$ cat config.mk
export PLATFORM = sky130hd
export DESIGN_NAME = seq_divider
export DESIGN_NICKNAME = d
export VERILOG_FILES = /design/src/rtl/div_pkg.sv /design/src/rtl/div_step.sv /design/src/rtl/seq_divider.sv
export SDC_FILE = /design/constraint.sdc
export NUM_CORES = 1
export LEC_CHECK = 0
export ABC_AREA = 0
export BUFFER_PORTS_ARGS = -buffer_cell sky130_fd_sc_hd__buf_2
export CORE_MARGIN = 1.5
export CORE_UTILIZATION = 49
export DETAILED_ROUTE_END_ITERATION = 8
export HOLD_SLACK_MARGIN = 0.15
export PLACE_DENSITY_LB_ADDON = 0.12
export SETUP_SLACK_MARGIN = 0.1
export SYNTH_ARGS = -nofsm -noshare
export SYNTH_HDL_FRONTEND = slang
export SYNTH_HIERARCHICAL = 1
export SYNTH_SLANG_ARGS = --single-unit
export TNS_END_PERCENT = 50
$ cat constraint.sdc
create_clock -name clk -period 1.61 [get_ports clk]
set_input_delay 0.483 -clock clk [delete_from_list [all_inputs] [get_ports clk]]
set_output_delay 0.483 -clock clk [all_outputs]
set_load 0.03 [all_outputs]
$ cat src/rtl/div_pkg.sv
// Shared types and sizing helpers for the sequential restoring divider.
package div_pkg;

    // Default operand width: dividend is 2*DEF_W bits, everything else DEF_W bits.
    localparam int DEF_W = 4;

    typedef enum logic [1:0] {
        IDLE = 2'd0,
        RUN  = 2'd1,
        DONE = 2'd2
    } state_t;

    // Step counter must be able to hold the value W itself.
    function automatic int cnt_width(input int w);
        return $clog2(w + 1);
    endfunction

    localparam int CNT_W = cnt_width(DEF_W);

endpackage

$ cat src/rtl/div_step.sv
// One combinational restoring-division step: shift in the next dividend bit,
// try the subtract, keep it if it does not borrow, and shift the quotient bit in.
module div_step #(
    parameter int W = 4
) (
    input  logic [W-1:0] r,
    input  logic [W-1:0] q,
    input  logic [W-1:0] divisor,
    output logic [W-1:0] r_next,
    output logic [W-1:0] q_next
);

    logic [W:0] trial;
    logic       qbit;

    // Compare at W+1 bits; the kept difference is below the divisor, so its low W bits are exact.
    always_comb begin
        trial  = {r, q[W-1]};
        qbit   = (trial >= {1'b0, divisor});
        r_next = qbit ? (trial[W-1:0] - divisor) : trial[W-1:0];
        q_next = {q[W-2:0], qbit};
    end

endmodule

$ cat src/rtl/seq_divider.sv
// Sequential radix-2 restoring divider behind a start/busy/done handshake.
// Produces one quotient bit per clock; overflow and divide-by-zero finish in one cycle.
module seq_divider
    import div_pkg::*;
#(
    parameter int W = DEF_W
) (
    input  logic           clk,
    input  logic           rst_n,
    input  logic           start,
    input  logic [2*W-1:0] dividend,
    input  logic [W-1:0]   divisor,
    output logic           busy,
    output logic           done,
    output logic [W-1:0]   quotient,
    output logic [W-1:0]   remainder,
    output logic           ovf,
    output logic           dbz
);

    localparam int CW = cnt_width(W);

    state_t        state;
    state_t        next_state;
    logic          accept;
    logic          div_zero;
    logic          too_big;
    logic [W-1:0]  r_reg;
    logic [W-1:0]  q_reg;
    logic [W-1:0]  div_reg;
    logic [CW-1:0] count;
    logic [W-1:0]  r_next;
    logic [W-1:0]  q_next;
    logic          last_step;

    div_step #(.W(W)) u_step (
        .r       (r_reg),
        .q       (q_reg),
        .divisor (div_reg),
        .r_next  (r_next),
        .q_next  (q_next)
    );

    // Prechecks on the raw inputs; only acted on when a start is accepted.
    always_comb begin
        div_zero  = (divisor == '0);
        too_big   = (dividend[2*W-1:W] >= divisor);
        last_step = (count == CW'(1));
    end

    // State register.
    always_ff @(posedge clk or negedge rst_n) begin
        if (!rst_n) begin
            state <= IDLE;
        end else begin
            state <= next_state;
        end
    end

    // Next-state logic: error cases skip RUN, normal operations run W steps.
    always_comb begin
        next_state = state;
        accept     = 1'b0;
        unique case (state)
            IDLE: begin
                if (start) begin
                    accept     = 1'b1;
                    next_state = (div_zero || too_big) ? DONE : RUN;
                end
            end
            RUN: begin
                if (last_step) begin
                    next_state = DONE;
                end
            end
            DONE: begin
                next_state = IDLE;
            end
            default: begin
                next_state = IDLE;
            end
        endcase
    end

    // Datapath registers, results and registered handshake outputs.
    always_ff @(posedge clk or negedge rst_n) begin
        if (!rst_n) begin
            r_reg     <= '0;
            q_reg     <= '0;
            div_reg   <= '0;
            count     <= '0;
            quotient  <= '0;
            remainder <= '0;
            ovf       <= 1'b0;
            dbz       <= 1'b0;
            busy      <= 1'b0;
            done      <= 1'b0;
        end else begin
            busy <= (next_state != IDLE);
            done <= (next_state == DONE);
            if (accept) begin
                div_reg <= divisor;
                if (div_zero) begin
                    dbz       <= 1'b1;
                    ovf       <= 1'b1;
                    quotient  <= '1;
                    remainder <= '0;
                end else if (too_big) begin
                    dbz       <= 1'b0;
                    ovf       <= 1'b1;
                    quotient  <= '1;
                    remainder <= '0;
                end else begin
                    dbz   <= 1'b0;
                    ovf   <= 1'b0;
                    r_reg <= dividend[2*W-1:W];
                    q_reg <= dividend[W-1:0];
                    count <= CW'(W);
                end
            end else if (state == RUN) begin
                r_reg <= r_next;
                q_reg <= q_next;
                count <= count - CW'(1);
                if (last_step) begin
                    quotient  <= q_next;
                    remainder <= r_next;
                end
            end
        end
    end

endmodule

==> results.cfg, run 1 <==
[die]
die_area_um2 = 3470
die_h_um = 58.9
io_pins = 27
start_util = 0.510
coreArea_um2 = 3000
num_rows = 20
fp.dieW_um = 58.9

[layout]
nets = 233
diodes = 0
final_cell_mix = 29 x dfrtp_1, 29 x buf_4, 19 x buf_2
fillers = 182
drive_above_1_share = 0.592
syn_to_final_growth_pct = 58.7

[critical_path]
worst_ep_required_time_ns = 1.83
arrival_ns = 2.02
crit_path_end_kind = flop
crit_path_max_fanout = 4
crit_type = reg -> reg
r2r.worst_path.cells = 8
start_kind = flop

[sta]
tightest_slew_ns = 0.462
setup_viol = 16
rsz0062_at_grt = true
final-hold-violation-count = 0
slew_headroom = 0.692
finalMaxSlewViolations = 0
period_share = 1.12
fin_setup_tns_ns = -1.41
max_freq_mhz = 553
fin_ws_ns = -0.197
finClkSkew_ns = 0.00797
period_needed_ns = 1.81

[run]
maxCapViolCount = 0

[yosys]
syn-instance-count = 140
synth_warnings = 6
syn_avg_cell_area_um2 = 10.9
syn-num-nets = 166
ys_seq_area_frac = 0.473
ys_ff_latch = 29
syn_area_um2 = 1530
synth_cell_types = 37

[placed_design]
portBuffers = 26
place_congestion = 0.838
pre_cts_ws_ns = -0.419
dp_hpwl_um = 2640

[routing]
wl_per_cell_um = 17.8
wirelength_um = 4250
routed_via_density = 5.44
drt_first_pass_iters = 4
drcViolationCount = 0
drtIter0Drc = 44
vias = 1301
postRouteAntennaNets = 0

[clock_network]
cts_htree_levels = 2
cts_num_sinks = 29
numCtsBuffers = 5
cts-root-buf = clkbuf_4
cts_tree = built
clockBufferDepth = 2
clk_latency_ns = 0.32
clk_pin_slew_ns = 0.09

[hold_path]
whs_path_depth = 3
hold_class = in -> reg

[global_route]
overflow = 0
grt_pass1_vias = 1403
grt_pass1_wl_um = 6790
grtUsageTotal = 0.274
antenna_found_initial = 0
grt_max_degree = 30

[pwr]
power_uw = 5310
cellPowerDensity_nw_per_um2 = 2190
leakage_uw = 0.00108
ir_worst_vdd_v = 0.00116

[outcome]
violations = negative setup slack
status = complete, but fails checks
==> power breakdown <==
part	internal (uW)	leakage, uW	total, uW	switching [uW]
combinational	1950	0.000722	3670	1720
clock	151	0.0000269	380	229
sequential	1040	0.000336	1260	221
==> logic make-up (layout without fill, tap and decap cells) <==
| kind of cell | Yosys count | after routing | share of synthesized area |
|---|---|---|---|
| simple gates | 42 | 43 | 0.145 |
| flops | 29 | 29 | 0.473 |
| fa+ha+maj | 11 | 11 | 0.0947 |
| mux | 3 | 3 | 0.0229 |
| xor+xnor | 2 | 2 | 0.0114 |
| buf+inv | 20 | 85 | 0.0637 |
| compound gates | 33 | 33 | 0.189 |
==> layer usage <==
metal | part of all wire | track usage | vias to the layer above | wire, um
met4 | 0.017 | 0.110 | 0 | 74
li1 | - | - | 624 | -
met2 | 0.55 | 0.471 | 18 | 2330
met3 | 0.024 | 0.0703 | 7 | 103
met1 | 0.41 | 0.325 | 652 | 1740
met5 | 0 | 0 | - | 0
==> cells in the mapped netlist <==
cell type	count	area share
nor2_2	1	0.0041
o211a_1	1	0.0065
mux2_4	1	0.0098
clkbuf_1	1	0.0024
a21oi_4	1	0.011
o221a_2	8	0.059
ha_1	10	0.082
a22o_1	4	0.023
buf_4	4	0.020
nand4_1	1	0.0041
o211ai_2	1	0.0082
and2_1	2	0.0082
nand2_2	2	0.0082
buf_6	1	0.0073
nor2_4	1	0.0073
xor2_1	1	0.0057
nor2_1	7	0.017
xnor2_1	1	0.0057
fa_1	1	0.013
nor2b_1	2	0.0082
nand2_1	12	0.029
inv_1	14	0.034
o21ai_0	6	0.020
a21oi_2	1	0.0057
nor3_1	2	0.0065
mux2i_1	2	0.013
o22a_1	4	0.023
o21ai_2	2	0.011
o21a_1	1	0.0049
a31o_2	1	0.0057
nand3_1	1	0.0033
dfrtp_1	29	0.47
a21oi_1	2	0.0065
nand2b_1	9	0.037
nor3b_1	1	0.0049
or4_4	1	0.0073
o211ai_1	1	0.0049
==> path summary, 6_finish.rpt <==
check,from,end,slack [ns]
max,div_reg[2],r_reg[2],-0.20
min,start,busy,0.42
max reg2reg,div_reg[2],r_reg[2],-0.20
min reg2reg,state[1],busy,0.47
max in group asynchronous,rst_n,count[0],0.81
min in group asynchronous,rst_n,div_reg[1],0.64
==> cell type report <==
class | instances | area (um2) | area share
Tap cell | 33 | 41.3 | 0.0170
Clock buffer | 5 | 37.5 | 0.0154
Timing Repair Buffer | 65 | 547 | 0.225
Multi-Input combinational cell | 92 | 1010 | 0.414
Clock inverter | 1 | 5.00 | 0.00206
Inverter | 14 | 70.1 | 0.0288
Sequential cell | 29 | 726 | 0.298
==> metrics by stage <==
| step | std cells | instance area, um2 | utilization | hold slack [ns] |
|---|---|---|---|---|
| after floorplan | 140 | 1680 | - | 0.187 |
| after global placement | 223 | 2060 | 0.686 | 0.443 |
| after detailed placement | 223 | 2060 | 0.686 | 0.444 |
| final | 239 | 2430 | 0.810 | 0.422 |
| after CTS | 237 | 2370 | 0.789 | 0.402 |
| after global routing | 239 | 2430 | 0.810 | 0.419 |
==> worst max-delay path, stage by stage, from the launching register on <==
cell      delay (ns)
dfrtp_1         0.40
inv_2           0.07
ha_4            0.22
o21ai_4         0.15
a21oi_4         0.06
nor2_4          0.22
mux2_4          0.34
nand2b_4        0.14
o221a_4         0.10
==> repair_timing <==
item | 4_1_cts | 5_1_grt
gates resized for setup | 41 | 13
endpoints found under the setup margin | 22 | 22
hold buffers | 1 | 0
cloned | 2 | 0
hold endpoints to repair | 29 | 0
buffers inserted | 5 | 2
pin swaps | 20 | 12
No activity file was read; power rests on OpenSTA's default activity.
==> inputs of run 2 (changes only) <==
Settings changed: ABC_AREA 0 to 1, CAP_MARGIN from default to 10, CORE_UTILIZATION 49 to 50.
==> results.cfg, run 2 <==
[critical_path]
r2r_end = r_reg[1]
crit_top_cell = nand2_1
worst_path_largest_cell_delay_ns = 0.51
startpoint = div_reg[0]
crit_type = reg -> reg
worst_ep_required_time_ns = 1.83
r2r.worst_path.cells = 9
crit_path_end_kind = flop
crit_chain = ha_4, fa_2, inv_1, nand2_1, nand2_2, nand2_1, nand2_1, nand2_1, nand2_1
cp_top_family = adder cells
r2r_start = div_reg[0]
cp.buffers_inverters = 1
crit_path_max_fanout = 2
arrival_ns = 1.82
start_kind = flop
slowest_stage = fa_2
r2r_setup_slack_ns = 0.009

[layout]
drive_above_1_share = 0.443
final_cell_mix = 66 x nand2_1, 33 x buf_4, 28 x dfrtp_1
final_core_util = 0.698
syn_to_final_growth_pct = 32.0
layout_commonest_cell = nand2_1
diodes = 0
fillers = 313
nets = 305

[pwr]
cellPowerDensity_nw_per_um2 = 1790
p_switching_uw = 1900
intPower_uw = 2310
comb_power_share = 0.616
p_seq_frac = 0.280
power_frac_clock = 0.104
swShare = 0.452
ir_worst_vdd_v = 0.000896
leakage_uw = 0.00132
power_uw = 4210

[yosys]
syn-num-nets = 245
yosys.area.top_type = dfrtp_1
yosysTopAreaCellShare = 0.408
synth_cell_types = 22
syn_avg_cell_area_um2 = 8.12
synthArstFlopShare = 1.00
netlist_top_cells_area = dfrtp_1 41%, nand2_1 16%, ha_1 7.0%
ys.flop_type = dfrtp_1
synthTopCellsByCount = 77 x nand2_1, 29 x dfrtp_1, 23 x inv_1
synth_warnings = 6
syn-instance-count = 219
yosysMostFrequentCell = nand2_1
ys_seq_area_frac = 0.408
synth_edf_count = 0
syn_area_um2 = 1780
ys_ff_latch = 29

[outcome]
status = finished, final reports clean

[routing]
drcViolationCount = 0
wirelength_um = 3670
routed_via_density = 4.71
vias = 1537
wl_per_cell_um = 11.3
drtIter0Drc = 106
drt_first_pass_iters = 5
postRouteAntennaNets = 0

[sta]
finalMaxSlewViolations = 0
setup_viol = 0
period_needed_ns = 1.60
rsz0062_at_grt = true
max_freq_mhz = 624
fin_ws_ns = 0.00853
tightest_slew_ns = 0.378
period_share = 0.995
holdWs_ns = 0.441
finClkSkew_ns = 0.0166
final-hold-violation-count = 0
slew_headroom = 0.748

[hold_path]
min_from = divisor[2]
worstHoldEndpoint = dbz
hold_class = in -> reg
whs_path_depth = 4

[die]
die_h_um = 62.7
io_pins = 27
num_rows = 21
fp.dieW_um = 62.7
die_area_um2 = 3930
coreArea_um2 = 3360
start_util = 0.529

[global_route]
grt_pass1_wl_um = 6470
grt_pass1_vias = 1508
overflow = 0
grt_max_degree = 30
grtUsageTotal = 0.207
antenna_found_initial = 0

[placed_design]
portBuffers = 26
pre_cts_ws_ns = -0.171
dp_hpwl_um = 2730
place_congestion = 0.773

[run]
maxCapViolCount = 0

[clock_network]
clk_pin_slew_ns = 0.10
cts-root-buf = clkbuf_4
clockBufferDepth = 2
numCtsBuffers = 5
cts_tree = built
cts_num_sinks = 29
clk_latency_ns = 0.34
cts_htree_levels = 2
[run 2: changes by cell type in the layout (fill, tap and decap cells not counted), moves of 7 or more]
| cell | change |
|---|---|
| buf_2 | +7 |
| nor2_1 | +8 |
| nand2_2 | +11 |
| buf_6 | -9 |
| nand3_1 | +17 |
| nand2b_1 | -7 |
| nand2_1 | +54 |
| o221a_4 | -7 |
| inv_1 | +14 |
| nand3_2 | +9 |
[run 2: worst min-delay path, stage by stage]
cell and delay, ns:
buf_2 0.09, nor2_1 0.05, nand3_1 0.08, nand2_1 0.04
[run 2: cell families after synthesis]
kind of cell / count (synthesis) / share of synthesized area
AND/OR/NAND/NOR: 133 / 0.376
flip-flops: 29 / 0.408
XOR/XNOR: 1 / 0.00492
AO/OA/AOI/OAI: 8 / 0.0267
adder cells (fa/ha/maj): 11 / 0.0816
buffers and inverters: 37 / 0.103
[run 2: power groups by stage]
stage          clock network, uW  logic [uW]  registers [uW]
2_1_floorplan                  0        1480            1350
6_report                     439        2590            1180
5_1_grt                      482        2860            1220
3_5_place_dp                   0        2180            1190
3_3_place_gp                   0        2160            1180
4_1_cts                      444        2390            1180
[run 2: final cells by class]
class | count | area (um2) | area share
multi-input combinational | 153 | 988 | 0.421
sequential | 29 | 727 | 0.310
timing repair buffer | 62 | 410 | 0.175
inverter | 28 | 110 | 0.0469
tap | 46 | 57.6 | 0.0245
clock buffer | 5 | 37.5 | 0.0160
clock inverter | 3 | 17.5 | 0.00746
[run 2: timing repair]
item,in CTS,in global routing
hold buffers,1,0
pin swaps,9,15
resized for setup,10,13
buffers inserted,5,4
endpoints found under the setup margin,8,10
hold endpoints to repair,10,0
[run 2: worst max-delay path by stage]
stage | cells after the start | to
final | 9 | r_reg[1]
after global routing | 12 | r_reg[0]
after CTS | 9 | r_reg[2]
after detailed placement | 12 | quotient[3]
after global placement | 12 | quotient[1]
after floorplan | 11 | q_reg[0]
[run 2: metrics by stage]
stage,std cells,instance area [um2],TNS [ns]
floorplan,219,1840,0
global placement,308,2150,-1.79
detailed placement,308,2150,-1.91
CTS,322,2280,0
global route,326,2350,-0.262
finish,326,2350,0
[run 2: metal layers]
metal,global-route usage,wire [um],vias to the layer above
met5,0,0,-
met1,0.253,1650,708
met4,0.0583,57,0
li1,-,-,792
met3,0.0450,146,7
met2,0.367,1820,30
==> inputs of run 3 (changes only) <==
==> constraint.sdc (replaced) <==
create_clock -name clk -period 1.61 [get_ports clk]
set_input_delay 0.0805 -clock clk [delete_from_list [all_inputs] [get_ports clk]]
set_output_delay 0.0805 -clock clk [all_outputs]
set_load 0.03 [all_outputs]
==> results.cfg, run 3 (same netlist as run 2, synthesis figures left out) <==
[routing]
met3WireLength_um = 133
drt-met1-wl_um = 1760
wirelength_um = 4010
drtIter0Drc = 56
drt_first_pass_iters = 4
top_layer = met4
wl_per_cell_um = 12.4
wl_met2_um = 2040
vias = 1573
drcViolationCount = 0
routed_via_density = 4.89
postRouteAntennaNets = 0

[sta]
period_share = 1.01
final-hold-violation-count = 0
period_needed_ns = 1.62
setup_viol = 4
slew_headroom = 0.564
fin_ws_ns = -0.0146
max_freq_mhz = 616
fin_setup_tns_ns = -0.0382
finClkSkew_ns = 0.00526
finalMaxSlewViolations = 0
holdWs_ns = 0.293
rsz0062_at_grt = true
tightest_slew_ns = 0.654

[pwr]
p_switching_uw = 1880
ir_worst_vdd_v = 0.000800
cellPowerDensity_nw_per_um2 = 1770
intPower_uw = 2330
swShare = 0.447
power_frac_clock = 0.122
leakage_uw = 0.00131
p_seq_frac = 0.280
comb_power_share = 0.598

[placed_design]
dp_hpwl_um = 2590
portBuffers = 26
place_congestion = 0.853
dp_cells = 287
pre_cts_ws_ns = -0.0455

[layout]
syn_to_final_growth_pct = 33.8
drive_above_1_share = 0.384
multi_input_area_um2 = 987
layout_commonest_cell = nand2_1
final_cells = 322
nets = 301
fillers = 287
ff_latch_area_um2 = 726
diodes = 0
final_cell_mix = 66 x nand2_1, 29 x dfrtp_1, 26 x buf_2

[global_route]
grt_max_degree = 30
grt_pass1_wl_um = 6760
grt_pass1_vias = 1524
antenna_found_initial = 0
grtUsageTotal = 0.220
overflow = 0

[die]
num_rows = 21
die_h_um = 62.7
start_util = 0.529
die_area_um2 = 3930
io_pins = 27
coreArea_um2 = 3360
fp.dieW_um = 62.7

[critical_path]
slowest_stage = dfrtp_1
worst_ep_required_time_ns = 1.88
crit_type = reg -> reg
crit_top_cell = nand2_1
start_kind = flop
crit_chain = ha_4, nand2_4, nor2_4, nor2_4, nand2_2, nand2_1, nor2_1, nand2_1, nand2_1, nand2_1, nand2_1
arrival_ns = 1.90
crit_path_max_fanout = 6
crit_path_end_kind = flop
worst_path_largest_cell_delay_ns = 0.44

[clock_network]
numCtsBuffers = 5
cts_tree = built
clk_pin_slew_ns = 0.09
cts_htree_levels = 2
cts_num_sinks = 29
clockBufferDepth = 2
clk_latency_ns = 0.33
cts-root-buf = clkbuf_4

[outcome]
violations = negative setup slack
status = complete, but fails checks

[run]
maxCapViolCount = 0

[hold_path]
hold_class = in -> reg
run 3: through the flow:
step / area (um2) / power [uW] / utilization
final: 2380 / 4210 / 0.708
after CTS: 2240 / 3920 / 0.665
after floorplan: 1820 / 2830 / -
after detailed placement: 1980 / 3200 / 0.587
after global placement: 1980 / 3190 / 0.587
after global routing: 2380 / 4550 / 0.708
run 3: routing by layer:
layer	GRT usage	up-vias
li1	-	782
met1	0.267	749
met2	0.386	35
met3	0.0414	7
met4	0.0889	0
met5	0	-
run 3: area by class of cell:
type                    count  area share
multi-input cells         153       0.415
clock buffers               7      0.0273
clock inverters             1     0.00210
inverters                  28      0.0462
flip-flops and latches     29       0.305
well taps                  46      0.0242
repair buffers             58       0.181
run 3: critical path: cells and delay by family, from the launching register on:
kind | cells | cell delay (ns)
AND/OR/NAND/NOR | 10 | 0.81
flip-flops | 1 | 0.44
adder cells (fa/ha/maj) | 1 | 0.34
run 3: worst paths after layout:
path	startpoint	slack [ns]	endpoint	depth (start not counted)
max in group asynchronous	rst_n	0.88	remainder[2]	2
max reg2reg	r_reg[1]	-0.01	r_reg[3]	11
min	start	0.29	q_reg[1]	7
max	r_reg[1]	-0.01	r_reg[3]	11
min in group asynchronous	rst_n	0.31	count[2]	2
min reg2reg	dbz	0.49	dbz	2
run 3: power groups by stage:
stage,sequential [uW],clock [uW],combinational (uW)
4_1_cts,1180,525,2220
3_3_place_gp,1180,0,2010
5_1_grt,1210,558,2780
6_report,1180,514,2520
3_5_place_dp,1190,0,2010
2_1_floorplan,1350,0,1470
run 3: repair_timing:
item / in CTS / in global routing
hold buffers: 13 / 1
resized for setup: 8 / 17
cloned: 0 / 0
pin swaps: 9 / 14
endpoints found under the hold margin: 42 / 2
endpoints found under the setup margin: 9 / 22
buffers inserted: 5 / 10
